## src/rtl/morse_pkg.sv

```systemverilog
// morse_pkg: shared constants and FSM state encoding for the morse scheduler
package morse_pkg;

    localparam logic [7:0] ASCII_SPACE = 8'h20;
    localparam int UNIT_CYCLES = 5_000_000;

    typedef enum logic [2:0] {
        S_IDLE  = 3'd0,
        S_LOAD  = 3'd1,
        S_START = 3'd2,
        S_WAIT  = 3'd3,
        S_GAP   = 3'd4
    } state_t;

    function automatic int max2(input int a, input int b);
        return (a > b) ? a : b;
    endfunction

endpackage

```

## src/rtl/sync_fifo.sv

```systemverilog
// sync_fifo: single-clock FIFO with combinational head read and synchronous flush
module sync_fifo #(
    parameter int WIDTH     = 8,
    parameter int ADDR_BITS = 6
) (
    input  logic             clk_i,
    input  logic             reset_i,
    input  logic             clear_i,
    input  logic             wr_en_i,
    input  logic [WIDTH-1:0] wr_data_i,
    input  logic             rd_en_i,
    output logic [WIDTH-1:0] head_o,
    output logic             empty_o,
    output logic             full_o
);

    localparam int DEPTH = 2 ** ADDR_BITS;

    logic [WIDTH-1:0]     mem_q [DEPTH];
    logic [ADDR_BITS-1:0] wr_ptr_q, rd_ptr_q;
    logic [ADDR_BITS:0]   cnt_q;
    logic                 wr, rd;

    assign empty_o = cnt_q == '0;
    assign full_o  = cnt_q == (ADDR_BITS + 1)'(DEPTH);
    assign wr      = wr_en_i && !full_o && !clear_i;
    assign rd      = rd_en_i && !empty_o && !clear_i;
    assign head_o  = mem_q[rd_ptr_q];

    // pointer and occupancy bookkeeping; flush and reset both empty the queue
    always_ff @(posedge clk_i) begin
        if (reset_i || clear_i) begin
            wr_ptr_q <= '0;
            rd_ptr_q <= '0;
            cnt_q    <= '0;
        end else begin
            if (wr) wr_ptr_q <= wr_ptr_q + 1'b1;
            if (rd) rd_ptr_q <= rd_ptr_q + 1'b1;
            cnt_q <= cnt_q + (ADDR_BITS + 1)'(wr) - (ADDR_BITS + 1)'(rd);
        end
    end

    // storage array, no reset needed since count gates visibility
    always_ff @(posedge clk_i) begin
        if (wr) mem_q[wr_ptr_q] <= wr_data_i;
    end

endmodule

```

## src/rtl/morse_scheduler.sv

```systemverilog
// morse_scheduler: queues received bytes and paces them into the morse generator
// Optional generator-done watchdog enabled by defining MORSE_SCHED_TIMEOUT_EN.
module morse_scheduler
    import morse_pkg::*;
#(
    parameter int WORD_BITS       = 8,
    parameter int FIFO_ADDR_BITS  = 6,
    parameter int CHAR_GAP_CYCLES = 3 * UNIT_CYCLES,
    parameter int WORD_GAP_CYCLES = 7 * UNIT_CYCLES,
    parameter int TIMEOUT_CYCLES  = 200_000_000
) (
    input  logic                 clk_i,
    input  logic                 reset_i,
    input  logic                 clear_i,
    input  logic                 rx_done_i,
    input  logic [WORD_BITS-1:0] rx_data_i,
    input  logic                 morse_done_i,
    output logic [WORD_BITS-1:0] ascii_o,
    output logic                 morse_en_o,
    output logic                 busy_o,
    output logic                 fifo_empty_o,
    output logic                 fifo_full_o,
    output logic                 overflow_o,
    output logic                 timeout_o
);

    localparam int MAXC = max2(max2(CHAR_GAP_CYCLES, WORD_GAP_CYCLES), TIMEOUT_CYCLES);
    localparam int CW   = $clog2(MAXC) + 1;
    // a zero-length gap still spends one cycle in GAP
    localparam logic [CW-1:0] CHAR_LD = CW'((CHAR_GAP_CYCLES > 0) ? CHAR_GAP_CYCLES - 1 : 0);
    localparam logic [CW-1:0] WORD_LD = CW'((WORD_GAP_CYCLES > 0) ? WORD_GAP_CYCLES - 1 : 0);
    localparam logic [CW-1:0] TO_LD   = CW'((TIMEOUT_CYCLES > 0) ? TIMEOUT_CYCLES - 1 : 0);

    state_t               state_q, state_d;
    logic [WORD_BITS-1:0] ascii_q, ascii_d, head;
    logic [CW-1:0]        cnt_q, cnt_d;
    logic                 overflow_q;

    sync_fifo #(
        .WIDTH    (WORD_BITS),
        .ADDR_BITS(FIFO_ADDR_BITS)
    ) u_fifo (
        .clk_i    (clk_i),
        .reset_i  (reset_i),
        .clear_i  (clear_i),
        .wr_en_i  (rx_done_i),
        .wr_data_i(rx_data_i),
        .rd_en_i  (state_q == S_LOAD),
        .head_o   (head),
        .empty_o  (fifo_empty_o),
        .full_o   (fifo_full_o)
    );

    assign ascii_o    = ascii_q;
    assign morse_en_o = state_q == S_START;
    assign busy_o     = state_q != S_IDLE;
    assign overflow_o = overflow_q;

`ifdef MORSE_SCHED_TIMEOUT_EN
    logic timeout_q, timeout_d;
    assign timeout_o = timeout_q;
`else
    assign timeout_o = 1'b0;
`endif

    // next-state: one transition per clock, gap counter shared by all timed states
    always_comb begin
        state_d = state_q;
        ascii_d = ascii_q;
        cnt_d   = cnt_q;
`ifdef MORSE_SCHED_TIMEOUT_EN
        timeout_d = timeout_q;
`endif
        case (state_q)
            S_IDLE:  if (!fifo_empty_o) state_d = S_LOAD;
            S_LOAD: begin
                ascii_d = head;
                state_d = (head == ASCII_SPACE) ? S_GAP : S_START;
                cnt_d   = WORD_LD;
            end
            S_START: begin
                state_d = S_WAIT;
                cnt_d   = TO_LD;
            end
            S_WAIT: begin
                if (morse_done_i) begin
                    state_d = S_GAP;
                    cnt_d   = CHAR_LD;
                end
`ifdef MORSE_SCHED_TIMEOUT_EN
                else if (cnt_q == '0) begin
                    timeout_d = 1'b1;
                    state_d   = S_GAP;
                    cnt_d     = CHAR_LD;
                end else begin
                    cnt_d = cnt_q - 1'b1;
                end
`endif
            end
            S_GAP: begin
                state_d = (cnt_q == '0) ? S_IDLE : S_GAP;
                cnt_d   = cnt_q - 1'b1;
            end
            default: state_d = S_IDLE;
        endcase
    end

    // FSM registers; flush aborts the current character like reset
    always_ff @(posedge clk_i) begin
        if (reset_i || clear_i) begin
            state_q <= S_IDLE;
            ascii_q <= '0;
            cnt_q   <= '0;
        end else begin
            state_q <= state_d;
            ascii_q <= ascii_d;
            cnt_q   <= cnt_d;
        end
    end

    // sticky error flags survive a flush, only reset clears them
    always_ff @(posedge clk_i) begin
        if (reset_i) begin
            overflow_q <= 1'b0;
`ifdef MORSE_SCHED_TIMEOUT_EN
            timeout_q  <= 1'b0;
`endif
        end else if (!clear_i) begin
            if (rx_done_i && fifo_full_o) overflow_q <= 1'b1;
`ifdef MORSE_SCHED_TIMEOUT_EN
            timeout_q <= timeout_d;
`endif
        end
    end

endmodule

```

## config.mk

```make
export PLATFORM = sky130hd
export DESIGN_NAME = morse_scheduler
export DESIGN_NICKNAME = d
export VERILOG_FILES = /design/src/rtl/morse_pkg.sv /design/src/rtl/sync_fifo.sv /design/src/rtl/morse_scheduler.sv
export SDC_FILE = /design/constraint.sdc
export NUM_CORES = 1
export LEC_CHECK = 0
export BUFFER_PORTS_ARGS = -buffer_cell sky130_fd_sc_hd__buf_2
export CAP_MARGIN = 20
export CORE_MARGIN = 2
export CORE_UTILIZATION = 45
export DETAILED_ROUTE_END_ITERATION = 7
export PLACE_DENSITY_LB_ADDON = 0.1
export SYNTH_ARGS = -nofsm -noshare
export SYNTH_HDL_FRONTEND = slang
export SYNTH_SLANG_ARGS = --single-unit
```

## constraint.sdc

```tcl
create_clock -name clk_i -period 2.9 [get_ports clk_i]
set_input_delay 0.29 -clock clk_i [delete_from_list [all_inputs] [get_ports clk_i]]
set_output_delay 0.29 -clock clk_i [all_outputs]
set_load 0.005 [all_outputs]
```

Word-level counts from Yosys, hierarchy flattened
Memories as Yosys holds them, arrays and structs flattened. A register that Yosys moved wholly into a read port is not among the register bits.
Cells that the tools add are included.
{ "totals": {"output_inout_bits": 14, "n_memories": 1, "mem_bits_rw": 512, "reg_bits": 60} }
{ "memory_table": {"columns": ["memory", "words", "width", "read_ports", "rd_clocked_by_memory_dff", "write_ports", "line_no", "source"], "rows": [
  ["u_fifo.mem_q", 64, 8, 1, 1, 1, "sync_fifo.sv:19", "logic [WIDTH-1:0] mem_q [DEPTH];"]
]} }
{ "op_classes": {"eq_ne": 8, "reduce_logical": 17, "n_bitwise": 1, "mux": 11, "n_addsub": 5} }
{ "ops": {"columns": ["cell", "count"], "rows": [
  ["$pmux 29 s4", 1],
  ["$logic_not 29->1", 1],
  ["$mux 29", 1],
  ["$sub 29x1->29 const B", 1],
  ["$pmux 3 s5", 1],
  ["$add 6x1->6 const B", 2],
  ["$mux 3", 4],
  ["$mux 6", 2],
  ["$eq 8x6->1 const B", 1],
  ["$add 7x1->7", 1],
  ["$eq 7x7->1 const B", 1],
  ["$logic_not 7->1", 1],
  ["$sub 7x1->7", 1],
  ["$eq 3x2->1 const B", 2],
  ["$reduce_and 2->1", 3],
  ["$logic_and 1x1->1", 5],
  ["$ne 2x2->1 const B", 2],
  ["$reduce_bool 4->1", 1],
  ["$eq 3x1->1 const B", 1],
  ["$eq 3x3->1 const B", 1],
  ["$logic_not 1->1", 3],
  ["$logic_not 3->1", 1],
  ["$reduce_bool 3->1", 1],
  ["$mux 1", 2],
  ["other kinds (2)", 2]
]} }

Logic depth before layout (Yosys ltp)
Gate-level depths: netlist of run 1.
{ "depth": {"ltp_word": 6, "mapped_depth": 17} }

By module
From an unflattened synthesis of run 1, not the netlist that was laid out.
{ "unflattened": {"hier_cells": 1360, "area_unflattened_um2": 23368.7} }
{ "modules_own_cells": {"columns": ["mod", "area_each_um2", "instances", "cells_per_inst", "seq_area_each_um2"], "rows": [
  ["sync_fifo", 21131.5, 1, 1070, 15875.2],
  ["morse_scheduler", 2237.1, 1, 290, 820.8]
]} }

Worst setup path after synthesis of run 1
OpenSTA, ideal clock, no wires.
{ "synth_path": {"path_type": "register -> register", "start": "register state_q[2]", "end": "register u_fifo.cnt_q[6]", "setup_ns": 0.122, "arrival_ns": 2.871, "required_ns": 2.778, "n_path_buf": 1, "setup_slack_ns": -0.092, "path_stages_with_launch": 16, "cell_sequence": "dfxtp_1 -> clkbuf_1 -> nor2_1 -> nand2_1 -> nor2_1 -> ha_1 -> inv_1 -> ha_1 -> inv_1 -> fa_1 -> nand2b_1 -> a21oi_1 -> o21ai_0 -> a21oi_1 -> or3_1 -> a21oi_1"} }
{ "synth_between": {"elab_chain_len": 4} }
{ "synth_lines": {"columns": ["element", "line_no", "source"], "rows": [
  ["from (decl)", "morse_scheduler.sv:34", "state_t state_q, state_d;"],
  ["from (signal assigned)", "morse_scheduler.sv:115", "state_q <= state_d;"],
  ["$eq 3x1->1", "morse_scheduler.sv:48", ".rd_en_i (state_q == S_LOAD),"],
  ["$logic_and 1x1->1 (2 in a row)", "sync_fifo.sv:27", "assign rd = rd_en_i && !empty_o && !clear_i;"],
  ["$sub 7x1->7", "sync_fifo.sv:39", "cnt_q <= cnt_q + (ADDR_BITS + 1)'(wr) - (ADDR_BITS + 1)'(rd);"],
  ["to (signal assigned)", "sync_fifo.sv:39", null],
  ["to (decl)", "sync_fifo.sv:21", "logic [ADDR_BITS:0] cnt_q;"]
]} }
No other way between the ends.
A chain may end at the register's enable or synchronous reset.

Final worst setup path of run 1
{ "layout_path": {"start": "register u_fifo.cnt_q[2]", "end": "register u_fifo.cnt_q[4]"} }
{ "layout_between": {"elab_chain_len": 6, "elab_cells_between_ends": 10} }
{ "layout_lines": {"columns": ["element", "line_no", "source"], "rows": [
  ["$eq 7x7->1", "sync_fifo.sv:25", "assign full_o = cnt_q == (ADDR_BITS + 1)'(DEPTH);"],
  ["$logic_not 1->1", "sync_fifo.sv:26", "assign wr = wr_en_i && !full_o && !clear_i;"],
  ["$logic_and 1x1->1 (2 in a row)", "sync_fifo.sv:26", null],
  ["$add 7x1->7", "sync_fifo.sv:39", null],
  ["$sub 7x1->7 (*)", "sync_fifo.sv:39", null]
]} }
Every way passes the cells marked *; elsewhere a longest branch is shown, timed or not.

==> results of run 1 <==
==> routing by layer <==
layer | vias up | global-route usage | part of all wire
li1 | 5769 | - | -
met1 | 6617 | 0.297 | 0.44
met2 | 353 | 0.339 | 0.48
met3 | 80 | 0.0398 | 0.055
met4 | 0 | 0.0754 | 0.024
met5 | - | 0 | 0
==> cells by family after synthesis <==
logic type               count (synthesis)  share of synthesized area
flip-flops                             578                      0.720
buffers and inverters                   96                     0.0179
AO/OA/AOI/OAI                          176                     0.0491
multiplexers                           156                      0.137
AND/OR/NAND/NOR                        300                     0.0628
other                                    1                   0.000162
XOR/XNOR                                15                    0.00567
adder cells (fa/ha/maj)                 13                    0.00734
==> how the worst max path moves through the flow <==
| stage | start | to | slack (ps) | depth (start not counted) |
|---|---|---|---|---|
| after global routing | u_fifo.cnt_q[2] | u_fifo.cnt_q[4] | -160 | 17 |
| final | u_fifo.cnt_q[2] | u_fifo.cnt_q[4] | 60 | 17 |
| after detailed placement | u_fifo.cnt_q[2] | u_fifo.cnt_q[6] | -190 | 17 |
| after global placement | u_fifo.cnt_q[2] | u_fifo.cnt_q[6] | -170 | 17 |
| after CTS | u_fifo.cnt_q[4] | u_fifo.cnt_q[6] | 20 | 17 |
| after floorplan | state_q[2] | u_fifo.cnt_q[6] | 20 | 15 |
==> layout by cell type, fill, tap and decap left out, types with 12 or more instances in the layout <==
| master | count |
|---|---|
| a21oi_1 | 52 |
| a22oi_1 | 20 |
| a31oi_1 | 12 |
| buf_2 | 25 |
| buf_4 | 174 |
| clkbuf_1 | 19 |
| clkbuf_16 | 74 |
| clkinv_1 | 12 |
| dfxtp_1 | 62 |
| edfxtp_1 | 512 |
| inv_1 | 22 |
| mux2i_1 | 24 |
| mux4_2 | 128 |
| nand2_1 | 50 |
| nand3_1 | 17 |
| nor2_1 | 136 |
| nor3_1 | 19 |
| o21ai_0 | 23 |
==> flip-flops by register name (all words and copies together), names as in the netlist, named ones only <==
| register | flops |
|---|---|
| overflow_o | 1 |
| cnt_q | 29 |
| ascii_o | 8 |
| u_fifo.cnt_q | 7 |
| u_fifo.rd_ptr_q | 6 |
| u_fifo.mem_q | 512 |
| u_fifo.wr_ptr_q | 6 |
| state_q | 3 |
==> what timing repair did <==
action / 4_1_cts / 5_1_grt
endpoints found under the setup margin: 3 / 30
buffers inserted: 1 / 17
gates cloned: 0 / 3
hold buffers: 2 / 0
gates resized for setup: 7 / 29
endpoints found under the hold margin: 1 / 0
pin swaps: 4 / 11
==> power by group through the flow <==
stage	Clock, W	Combinational, W	Sequential (W)
floorplan	0	0.000389	0.00928
global placement	0	0.000693	0.00928
detailed placement	0	0.000704	0.00928
CTS	0.00827	0.000715	0.00911
global route	0.00861	0.000807	0.00911
finish	0.00809	0.000727	0.00911
==> metrics by stage <==
step                area [um^2]  setup WS, ps  setup TNS (ps)  cells
floorplan                 23200          18.4               0   1335
global placement          25300          -165            -165   2144
global route              27800          -157            -294   2283
finish                    27800          59.9               0   2283
detailed placement        25300          -187            -187   2144
CTS                       27400          21.7               0   2263
==> layout make-up <==
cell class                 count  area [um^2]  share of cell area
sequential                   578        16700               0.602
multi-input combinational    661         6190               0.223
clock buffer                  90         1850              0.0666
timing repair buffer         220         1810              0.0652
tap                          680          851              0.0306
clock inverter                26          254             0.00915
inverter                      28          105             0.00379
==> tightest hold or removal path: stages <==
cell     delay (ps)
buf_2           110
o22ai_1          70
nor3b_1         130
==> summary.md, run 1 <==
| Metric | Value |
|---|---|
| Status | finished, final reports clean |
| Fin util | 0.543 |
| ANT nets after route | 0 |
| CTS tree | done |
| H-tree levels | 3 |
| Vias/cell | ~5.6 |
| Setup Skew | ~17 ps |
| Clk_lat worst skew | 600 ps |
| WL final | between 50 and 60 mm |
| Post-synth cell types | 74 |
| Max Fclk | 352 MHz |
| CTS Sinks | roughly 580 |
| Initial antenna violation count | 0 |
| Top-area cell type share of the netlist area | 0.663 |
| Via Count | around 13000 |
| CP Buf/Inv Count | 5 |
| Top FF cell, synth | edfxtp_1 |
| CP startpoint kind | register |
| Final Hold Fails | 0 |
| Number of global-route vias before repair | 12900 |
| FFs w/ async S/R, synth | 0 |
| CP cell instances | inv_2 > ha_4 > nor4bb_4 > nand2b_1 > nand2_1 > nor2_2 > ha_1 > inv_1 > ha_2 > inv_2 > fa_2 > nand2b_4 > a21oi_4 > buf_6 > buf_6 > nor3_1 > nor3b_1 |
| Critical path's largest stage delay | roughly 350 ps |
| Hpwl dp | 36.0 mm |
| Post-synth EDFFs | 512 |
| Gr ovfl total | 0 |
| Post-layout nets | approximately 1600 |
| Sequential share of power | 0.508 |
| Core area | 0.0511 mm^2 |
| Commonest cells post-synth | edfxtp_1 (512), nor2_1 (139), mux4_2 (128) |
| Largest net degree at the start of global routing | 65 |
| Dominant cell by count in the synthesized netlist | edfxtp_1 |
| Mapped Cells | roughly 1300 |
| Syn Std Cell Area | roughly 0.023 mm^2 |
| Initial Util | 0.454 |
| Row cnt | 83 |
| Switching share of power | 0.206 |
| Yosys warnings | 0 |
| R2R Path End | u_fifo.cnt_q[4] |
| HP Class | input port to register |
| Final Cycle Share | 0.979 |
| #FFs+latches synth | slightly below 600 |
| Worst r2r path cells | 17 |
| Hold depth | 3 |
| Total Power | between 0.015 and 0.02 W |
| Crit Path Category | register to register |
| Die X | about 230 um |
| Worst reg-to-reg setup slack | 60 ps |
| CTS Buffer Depth | 3 |
| CP max FO | 2 |
| Hold Startpoint | morse_done_i |
| Crit-path leading delay family | simple AND/OR/NAND/NOR gates |
| IO Port Bufs | 25 |
| Seq/Total Area, Yosys | 0.720 |
| CTS buffer count | between 60 and 70 |
| Crit. End Element | register |
| Total GRT Usage | 0.213 |
| Lkg Pwr | a little over 9 nW |
| NetSw | around 0.0037 W |
| Reg-to-reg startpoint | u_fifo.cnt_q[2] |
| Fin. max-slew vios | 0 |
| CTS clk-pin slew, worst paths | 60 ps |
| Worst Path Required | around 3400 ps |
| Area growth, synth to finish | 19.8% |
| Final Setup Violations | 0 |
| Share of cells above drive strength 1 | 0.301 |
| First-pass GRT wire length | slightly above 80 mm |
| Fin crit period | 2840 ps |
| Initial DRC count | 1149 |
| Post-route DRC | 0 |
| Yosys top cell by area | edfxtp_1 |
| Maxcap violations | 0 |
| First drt pass iteration count | 5 |
| Final Wtd Congestion | roughly 0.85 |
| Power density cells | roughly 650 mW/mm^2 |
| Syn Area/Cell | 17.4 um^2 |
| Boundary Pins | 27 |
| RSZ-0062 raised after global routing | yes |
| Slew Limit Headroom | 0.439 |
| Layout fillers | between 4000 and 5000 |
| Wirelength per Cell | around 25 um |
| CP arrival | about 3300 ps |
| Peak supply drop | 0.419 mV |
| DIE AREA | about 0.053 mm^2 |
| Hold Path End | state_q[0] |
| Worst-case hold slack | 54.6 ps |
| Largest cells by area after synthesis | edfxtp_1 (66%), mux4_2 (12%), dfxtp_1 (5.7%) |
| Antenna cells | 0 |
| Comb power frac | 0.041 |
| Die Span Y | about 230 um |
| Pint | around 0.014 W |
| Clk pwr share | 0.451 |
| Synthesized Nets | approximately 1400 |
| Tightest Pin Transition | about 840 ps |
| CTS root buf | clkbuf_16 |
| Crit-path slowest cell | fa_2 |
Power figures use the tool's default switching activity.
==> run 2: changes to the inputs <==
==> constraint.sdc (replaced) <==
create_clock -name clk_i -period 3.15 [get_ports clk_i]
set_input_delay 0.315 -clock clk_i [delete_from_list [all_inputs] [get_ports clk_i]]
set_output_delay 0.315 -clock clk_i [all_outputs]
set_load 0.005 [all_outputs]
==> run 2 against run 1 <==
- combinational power decreased by 13%
- critical endpoint is now state_q[2]
- largest power group unchanged
- worst hold slack improved by 30 ps
- via count decreased by 1.5%
- sequential share of layout area increased by 1.8 points
==> summary.md, run 2 (synthesized netlist as in run 1, its figures left out) <==
| Metric | Value |
|---|---|
| Post-CTS setup buffers | 0 (was 1) |
| Clk pwr share | 0.434 (was 0.451) |
| IO Port Bufs | 25 (unchanged) |
| CTS clk-pin slew, worst paths | 60 ps (about the same) |
| Fin util | 0.527 (was 0.543) |
| Share of cells above drive strength 1 | 0.262 (was 0.301) |
| Worst-case hold slack | 84.1 ps (was 54.6 ps) |
| Wirelength per Cell | 25.2 um (was 24.7 um) |
| Post-route DRC | 0 (unchanged) |
| Switching share of power | 0.207 (was 0.206) |
| Peak supply drop | 0.387 mV (was 0.419 mV) |
| Largest net degree at the start of global routing | 65 (unchanged) |
| Post-layout nets | 1523 (was 1581) |
| Core area | 0.0511 mm^2 (unchanged) |
| Commonest non-fill, non-tap cells in the layout | edfxtp_1 (512), nor2_1 (139), buf_4 (135) (was edfxtp_1 (512), buf_4 (174), nor2_1 (136)) |
| Final TNS setup | 0 ps (unchanged) |
| Placed instance count | 2113 (was 2144) |
| NetSw | 0.00330 W (was 0.00368 W) |
| Comb power frac | 0.040 (was 0.041) |
| Final Setup Violations | 0 (unchanged) |
| R2R Path End | state_q[2] (was u_fifo.cnt_q[4]) |
| Fin crit period | 3010 ps (was 2840 ps) |
| Sequential share of power | 0.526 (was 0.508) |
| HP Class | input port to register (unchanged) |
| CTS root buf | clkbuf_16 (unchanged) |
| Max Fclk | 332 MHz (was 352 MHz) |
| Design Area, Final | 0.0269 mm^2 (was 0.0278 mm^2) |
| Final std cells w/o fill | 2221 (was 2283) |
| CP max FO | 30 (was 2) |
| Slew Limit Headroom | 0.321 (was 0.439) |
| Worst reg-to-reg setup slack | 140 ps (was 60 ps) |
| Total GRT Usage | 0.214 (was 0.213) |
| First drt pass iteration count | 5 (unchanged) |
| Top reg by flops | u_fifo.mem_q (unchanged) |
| Initial DRC count | 1074 (was 1149) |
| Via Count | 12600 (was 12800) |
| CP cell instances | buf_12 > mux4_2 > a22o_1 > a221oi_1 > o221ai_1 > nor4bb_1 > a21bo_1 (was inv_2 > ha_4 > nor4bb_4 > nand2b_1 > nand2_1 > nor2_2 > ha_1 > inv_1 > ha_2 > inv_2 > fa_2 > nand2b_4 > a21oi_4 > buf_6 > buf_6 > nor3_1 > nor3b_1) |
| Setup Skew | 20.5 ps (was 16.9 ps) |
| Pint | 0.0127 W (was 0.0142 W) |
| WL final | 56.0 mm (was 56.3 mm) |
| Tightest Pin Transition | 1010 ps (was 842 ps) |
| Layout fillers | 4146 (was 4090) |
| DIE AREA | 0.0533 mm^2 (unchanged) |
| Area growth, synth to finish | 16.2% (was 19.8%) |
| Initial Util | 0.454 (unchanged) |
| Boundary Pins | 27 (unchanged) |
| Hold depth | 3 (unchanged) |
| Vias/cell | 5.69 (was 5.61) |
| Antenna cells | 0 (unchanged) |
| Lkg Pwr | 8.75 nW (was 9.15 nW) |
| Number of global-route vias before repair | 12800 (was 12900) |
| Initial antenna violation count | 0 (unchanged) |
| Crit-path slowest cell | dfxtp_4 (was fa_2) |
| Hold Path End | state_q[0] (unchanged) |
| Worst r2r path cells | 7 (was 17) |
| Commonest non-fill, non-tap cell in the layout | edfxtp_1 (unchanged) |
| Hpwl dp | 36.1 mm (was 36.0 mm) |
| CTS Sinks | 578 (unchanged) |
| CTS Buffer Depth | 3 (unchanged) |
| Row cnt | 83 (unchanged) |
| Fin. max-slew vios | 0 (unchanged) |
| Power density cells | 592 mW/mm^2 (was 646 mW/mm^2) |
| Final Hold Fails | 0 (unchanged) |
| ANT nets after route | 0 (unchanged) |
| CTS buffer count | 60 (was 66) |
| CTS tree | done (unchanged) |
| H-tree levels | 2 (was 3) |
| Crit Path Category | register to register (unchanged) |
| Crit. End Element | register (unchanged) |
| Status | finished, final reports clean (unchanged) |
| Placed cell area | 0.0250 mm^2 (was 0.0253 mm^2) |
| CP arrival | 3570 ps (was 3330 ps) |
| Final Wtd Congestion | 0.825 (was 0.847) |
| Die X | 231 um (unchanged) |
| Die Span Y | 231 um (unchanged) |
| Critical path's largest stage delay | 640 ps (was 350 ps) |
| Largest register FFs | 512 (unchanged) |
| CP startpoint kind | register (unchanged) |
| First-pass GRT wire length | 83.5 mm (was 82.9 mm) |
| Clk_lat worst skew | 620 ps (was 600 ps) |
| Worst Path Required | 3710 ps (was 3390 ps) |
| RSZ-0062 raised after global routing | yes (unchanged) |
| Hold Startpoint | morse_done_i (unchanged) |
| Maxcap violations | 0 (unchanged) |
| Gr ovfl total | 0 (unchanged) |
| Final Cycle Share | 0.955 (was 0.979) |
[run 2: changes by cell type in the layout (fill, tap and decap cells not counted), sizes merged]
cell      delta
clkbuf      -19
buf         -49
inv          -1
clkinvlp     +2
bufinv       +2
clkinv       +3
[run 2: per-layer routing]
| layer | part of all wire | global-route usage | vias to the layer above |
|---|---|---|---|
| met5 | 0 | 0 | - |
| met4 | 0.023 | 0.0629 | 0 |
| met3 | 0.054 | 0.0353 | 74 |
| met2 | 0.49 | 0.353 | 342 |
| met1 | 0.43 | 0.295 | 6567 |
| li1 | - | - | 5649 |
[run 2: timing repair]
| action | CTS | global route |
|---|---|---|
| hold buffers | 2 | 0 |
| endpoints found under the hold margin | 1 | 0 |
| endpoints found under the setup margin | 0 | 13 |
| gates resized for setup | 0 | 7 |
[run 2: worst max path at each step]
stage / startpoint / to
after floorplan: state_q[2] / u_fifo.cnt_q[6]
after global placement: u_fifo.cnt_q[2] / u_fifo.cnt_q[6]
after detailed placement: u_fifo.cnt_q[2] / u_fifo.cnt_q[6]
after CTS: u_fifo.cnt_q[2] / u_fifo.cnt_q[6]
after global routing: u_fifo.cnt_q[3] / u_fifo.cnt_q[6]
final: register / state_q[2]
[run 2: worst max-delay path, delay by kind of cell (launching register included)]
| kind | cells | cell delay, ps |
|---|---|---|
| AOI/OAI and AO/OA | 4 | 1280 |
| DFF | 1 | 640 |
| and+or+nand+nor | 1 | 370 |
| muxes | 1 | 360 |
| buffers and inverters | 1 | 290 |
[run 2: power groups by stage]
| stage | Combinational [W] | Sequential [W] | Clock, W |
|---|---|---|---|
| after CTS | 0.000634 | 0.00838 | 0.00707 |
| final | 0.000636 | 0.00838 | 0.00693 |
| after floorplan | 0.000358 | 0.00854 | 0 |
| after global placement | 0.000617 | 0.00854 | 0 |
| after detailed placement | 0.000630 | 0.00855 | 0 |
| after global routing | 0.000706 | 0.00838 | 0.00737 |
[run 2: metrics by stage]
stage / setup slack, ps / total power, W
CTS: 15.3 / 0.0161
detailed placement: 37.7 / 0.00918
floorplan: 158 / 0.00890
global route: -15.5 / 0.0165
finish: 140 / 0.0159
global placement: 55.3 / 0.00916
[run 2: area by class of cell]
cell class                      count  area [um^2]  area share
Multi-Input combinational cell    661         6100       0.226
Inverter                           28          105     0.00390
Clock inverter                     32          327      0.0121
Clock buffer                       74         1580      0.0585
Tap cell                          680          851      0.0316
Timing Repair Buffer              168         1280      0.0475
Sequential cell                   578        16700       0.620
==> run 3: changes to the inputs <==
--- a/config.mk
+++ b/config.mk
@@ -10,7 +10,9 @@
 export CORE_MARGIN = 2
 export CORE_UTILIZATION = 45
 export DETAILED_ROUTE_END_ITERATION = 7
-export PLACE_DENSITY_LB_ADDON = 0.1
+export PLACE_DENSITY = 0.58
+export SETUP_SLACK_MARGIN = 0.2
+export SLEW_MARGIN = 20
 export SYNTH_ARGS = -nofsm -noshare
 export SYNTH_HDL_FRONTEND = slang
 export SYNTH_SLANG_ARGS = --single-unit
==> run 3 against run 2 <==
- setup slack better by 150 ps
- worst hold slack better by 18 ps
- total power is 1.4% lower
- non-clock buffer count is 7 higher
- critical path type unchanged
- design area is 0.26% higher
- register-to-register slack better by 150 ps
- die area stayed put
- core utilization is 0.14 points higher
- flip-flop and latch count stayed put
- clock power is 3.5% lower
==> summary.md, run 3 (synthesized netlist as in run 1, its figures left out) <==
| Metric | Value |
|---|---|
| Status | finished, final reports clean (unchanged) |
| Crit. End Element | register (unchanged) |
| Initial DRC count | 1185 (was 1074) |
| Final Wtd Congestion | 0.867 (was 0.825) |
| M1 WL | 24.0 mm (was 24.1 mm) |
| Highest Signal Layer | met4 (unchanged) |
| Power density cells | 582 mW/mm^2 (was 592 mW/mm^2) |
| Commonest non-fill, non-tap cell in the layout | edfxtp_1 (unchanged) |
| Row cnt | 83 (unchanged) |
| Lkg Pwr | 8.78 nW (was 8.75 nW) |
| Initial antenna violation count | 0 (unchanged) |
| CTS root buf | clkbuf_16 (unchanged) |
| Die X | 231 um (unchanged) |
| CTS buffer count | 59 (was 60) |
| Critical path launch point | u_fifo.cnt_q[4] |
| IO Port Bufs | 25 (unchanged) |
| Final Cycle Share | 0.907 (was 0.955) |
| CTS clk-pin slew, worst paths | 60 ps (about the same) |
| CP startpoint kind | register (unchanged) |
| Pint | 0.0124 W (was 0.0127 W) |
| CTS Buffer Depth | 3 (unchanged) |
| Maxcap violations | 0 (unchanged) |
| Hold depth | 3 (unchanged) |
| Fin. max-slew vios | 0 (unchanged) |
| Largest register FFs | 512 (unchanged) |
| Clk pwr share | 0.426 (was 0.434) |
| First-pass GRT wire length | 81.8 mm (was 83.5 mm) |
| Final TNS setup | 0 ps (unchanged) |
| Final WS setup | 292 ps (was 140 ps) |
| Crit Path Category | register to register (unchanged) |
| Setup WS pre-CTS | 122 ps (was 37.7 ps) |
| ANT nets after route | 0 (unchanged) |
| Peak supply drop | 0.427 mV (was 0.387 mV) |
| Tightest Pin Transition | 948 ps (was 1010 ps) |
| Reg-to-reg startpoint | u_fifo.cnt_q[4] |
| Final Hold Fails | 0 (unchanged) |
| CP arrival | 3360 ps (was 3570 ps) |
| Clk_lat worst skew | 620 ps (about the same) |
| Core area | 0.0511 mm^2 (unchanged) |
| HP Class | input port to register (unchanged) |
| Critical path's largest stage delay | 340 ps (was 640 ps) |
| Setup Skew | 22.5 ps (was 20.5 ps) |
| Met2 wire length | 26.7 mm (was 27.6 mm) |
| RSZ-0062 raised after global routing | yes (unchanged) |
| Layout fillers | 4115 (was 4146) |
| Boundary Pins | 27 (unchanged) |
| Crit-path leading delay family | adder cells (was compound AO/OA/AOI/OAI gates) |
| Largest net degree at the start of global routing | 65 (unchanged) |
| Post-CTS setup buffers | 0 (unchanged) |
| Switching share of power | 0.210 (was 0.207) |
| Hpwl dp | 35.5 mm (was 36.1 mm) |
| Final Setup Violations | 0 (unchanged) |
| Gr ovfl total | 0 (unchanged) |
| Hold Path End | state_q[0] (unchanged) |
| Area of the multi-input gates | 0.00614 mm^2 (was 0.00610 mm^2) |
| Number of global-route vias before repair | 12600 (was 12800) |
| DIE AREA | 0.0533 mm^2 (unchanged) |
| R2R Path End | u_fifo.cnt_q[6] (was state_q[2]) |
| Via Count | 12700 (was 12600) |
| Vias/cell | 5.69 (about the same) |
| Worst reg-to-reg setup slack | 290 ps (was 140 ps) |
| Commonest non-fill, non-tap cells in the layout | edfxtp_1 (512), buf_4 (144), nor2_1 (137) (was edfxtp_1 (512), nor2_1 (139), buf_4 (135)) |
| Crit-path slowest cell | fa_2 (was dfxtp_4) |
| CP Buf/Inv Count | 3 (was 1) |
| Hold Startpoint | morse_done_i (unchanged) |
| Fin crit period | 2860 ps (was 3010 ps) |
| Max Fclk | 350 MHz (was 332 MHz) |
| Total Power | 0.0157 W (was 0.0159 W) |
| Die Span Y | 231 um (unchanged) |
| H-tree levels | 2 (unchanged) |
| Wirelength per Cell | 24.5 um (was 25.2 um) |
| Worst r2r path cells | 17 (was 7) |
| CTS Sinks | 578 (unchanged) |
| CP cell instances | inv_1 > ha_1 > nor4bb_4 > nand2b_1 > nand2_2 > nor2_4 > ha_1 > inv_1 > ha_2 > inv_2 > fa_2 > nand2b_4 > a21oi_4 > o21ai_2 > a21oi_2 > or3_4 > a21oi_2 (was buf_12 > mux4_2 > a22o_1 > a221oi_1 > o221ai_1 > nor4bb_1 > a21bo_1) |
| Top reg by flops | u_fifo.mem_q (unchanged) |
| Share of cells above drive strength 1 | 0.275 (was 0.262) |
| Post-layout nets | 1529 (was 1523) |
| Post-route DRC | 0 (unchanged) |
| Worst Path Required | 3650 ps (was 3710 ps) |
| Sequential share of power | 0.533 (was 0.526) |
| NetSw | 0.00331 W (was 0.00330 W) |
| Register area | 0.0167 mm^2 (unchanged) |
| Comb power frac | 0.041 (was 0.040) |
| DR WL met3 | 2.74 mm (was 3.05 mm) |
| Initial Util | 0.454 (unchanged) |
| Slew Limit Headroom | 0.368 (was 0.321) |
| First drt pass iteration count | 5 (unchanged) |
| CTS tree | done (unchanged) |
| Total GRT Usage | 0.208 (was 0.214) |
| Area growth, synth to finish | 16.5% (was 16.2%) |
| WL final | 54.6 mm (was 56.0 mm) |
| CP max FO | 5 (was 30) |
-- run 3: worst min-delay path, cell delays in order --
cell and delay [ps]:
buf_2 130, o22ai_1 80, nor3b_1 130
-- run 3: power by group through the flow --
stage	logic [W]	registers (W)	clock network, W
3_5_place_dp	0.000629	0.00855	0
2_1_floorplan	0.000358	0.00854	0
3_3_place_gp	0.000614	0.00855	0
6_report	0.000645	0.00839	0.00669
4_1_cts	0.000640	0.00838	0.00684
5_1_grt	0.000714	0.00838	0.00713
-- run 3: worst max path at each step --
| stage | endpoint | slack [ps] | depth (start not counted) |
|---|---|---|---|
| detailed placement | u_fifo.cnt_q[6] | 120 | 17 |
| global route | u_fifo.cnt_q[6] | 120 | 17 |
| floorplan | u_fifo.cnt_q[6] | 270 | 15 |
| CTS | u_fifo.cnt_q[6] | 200 | 17 |
| finish | u_fifo.cnt_q[6] | 290 | 17 |
| global placement | u_fifo.cnt_q[6] | 170 | 17 |
-- run 3: what timing repair did --
item	CTS	global route
cloned	0	0
pin swaps	1	7
endpoints found under the hold margin	1	0
gates resized for setup	6	15
hold buffers	2	0
endpoints found under the setup margin	1	50
-- run 3: metal layers --
metal,up-vias,track usage
met1,6622,0.292
met3,76,0.0288
met2,341,0.341
met4,0,0.0591
li1,5655,-
met5,-,0
-- run 3: area by class of cell --
type / count / share of cell area
diodes: 1 / 0.0000926
clock buffers: 74 / 0.0594
clock inverters: 35 / 0.00926
inverters: 28 / 0.00389
multi-input cells: 661 / 0.227
flip-flops and latches: 578 / 0.618
well taps: 680 / 0.0315
repair buffers: 175 / 0.0500
-- run 3: stage by stage --
stage,std cells,hold WS [ps],instance area [um^2],utilization
3_5_place_dp,2120,449,25100,0.490
4_1_cts,2231,67.5,27000,0.528
5_1_grt,2231,111,27000,0.529
6_report,2232,102,27000,0.529
3_3_place_gp,2120,447,25100,0.490
2_1_floorplan,1335,387,23200,-
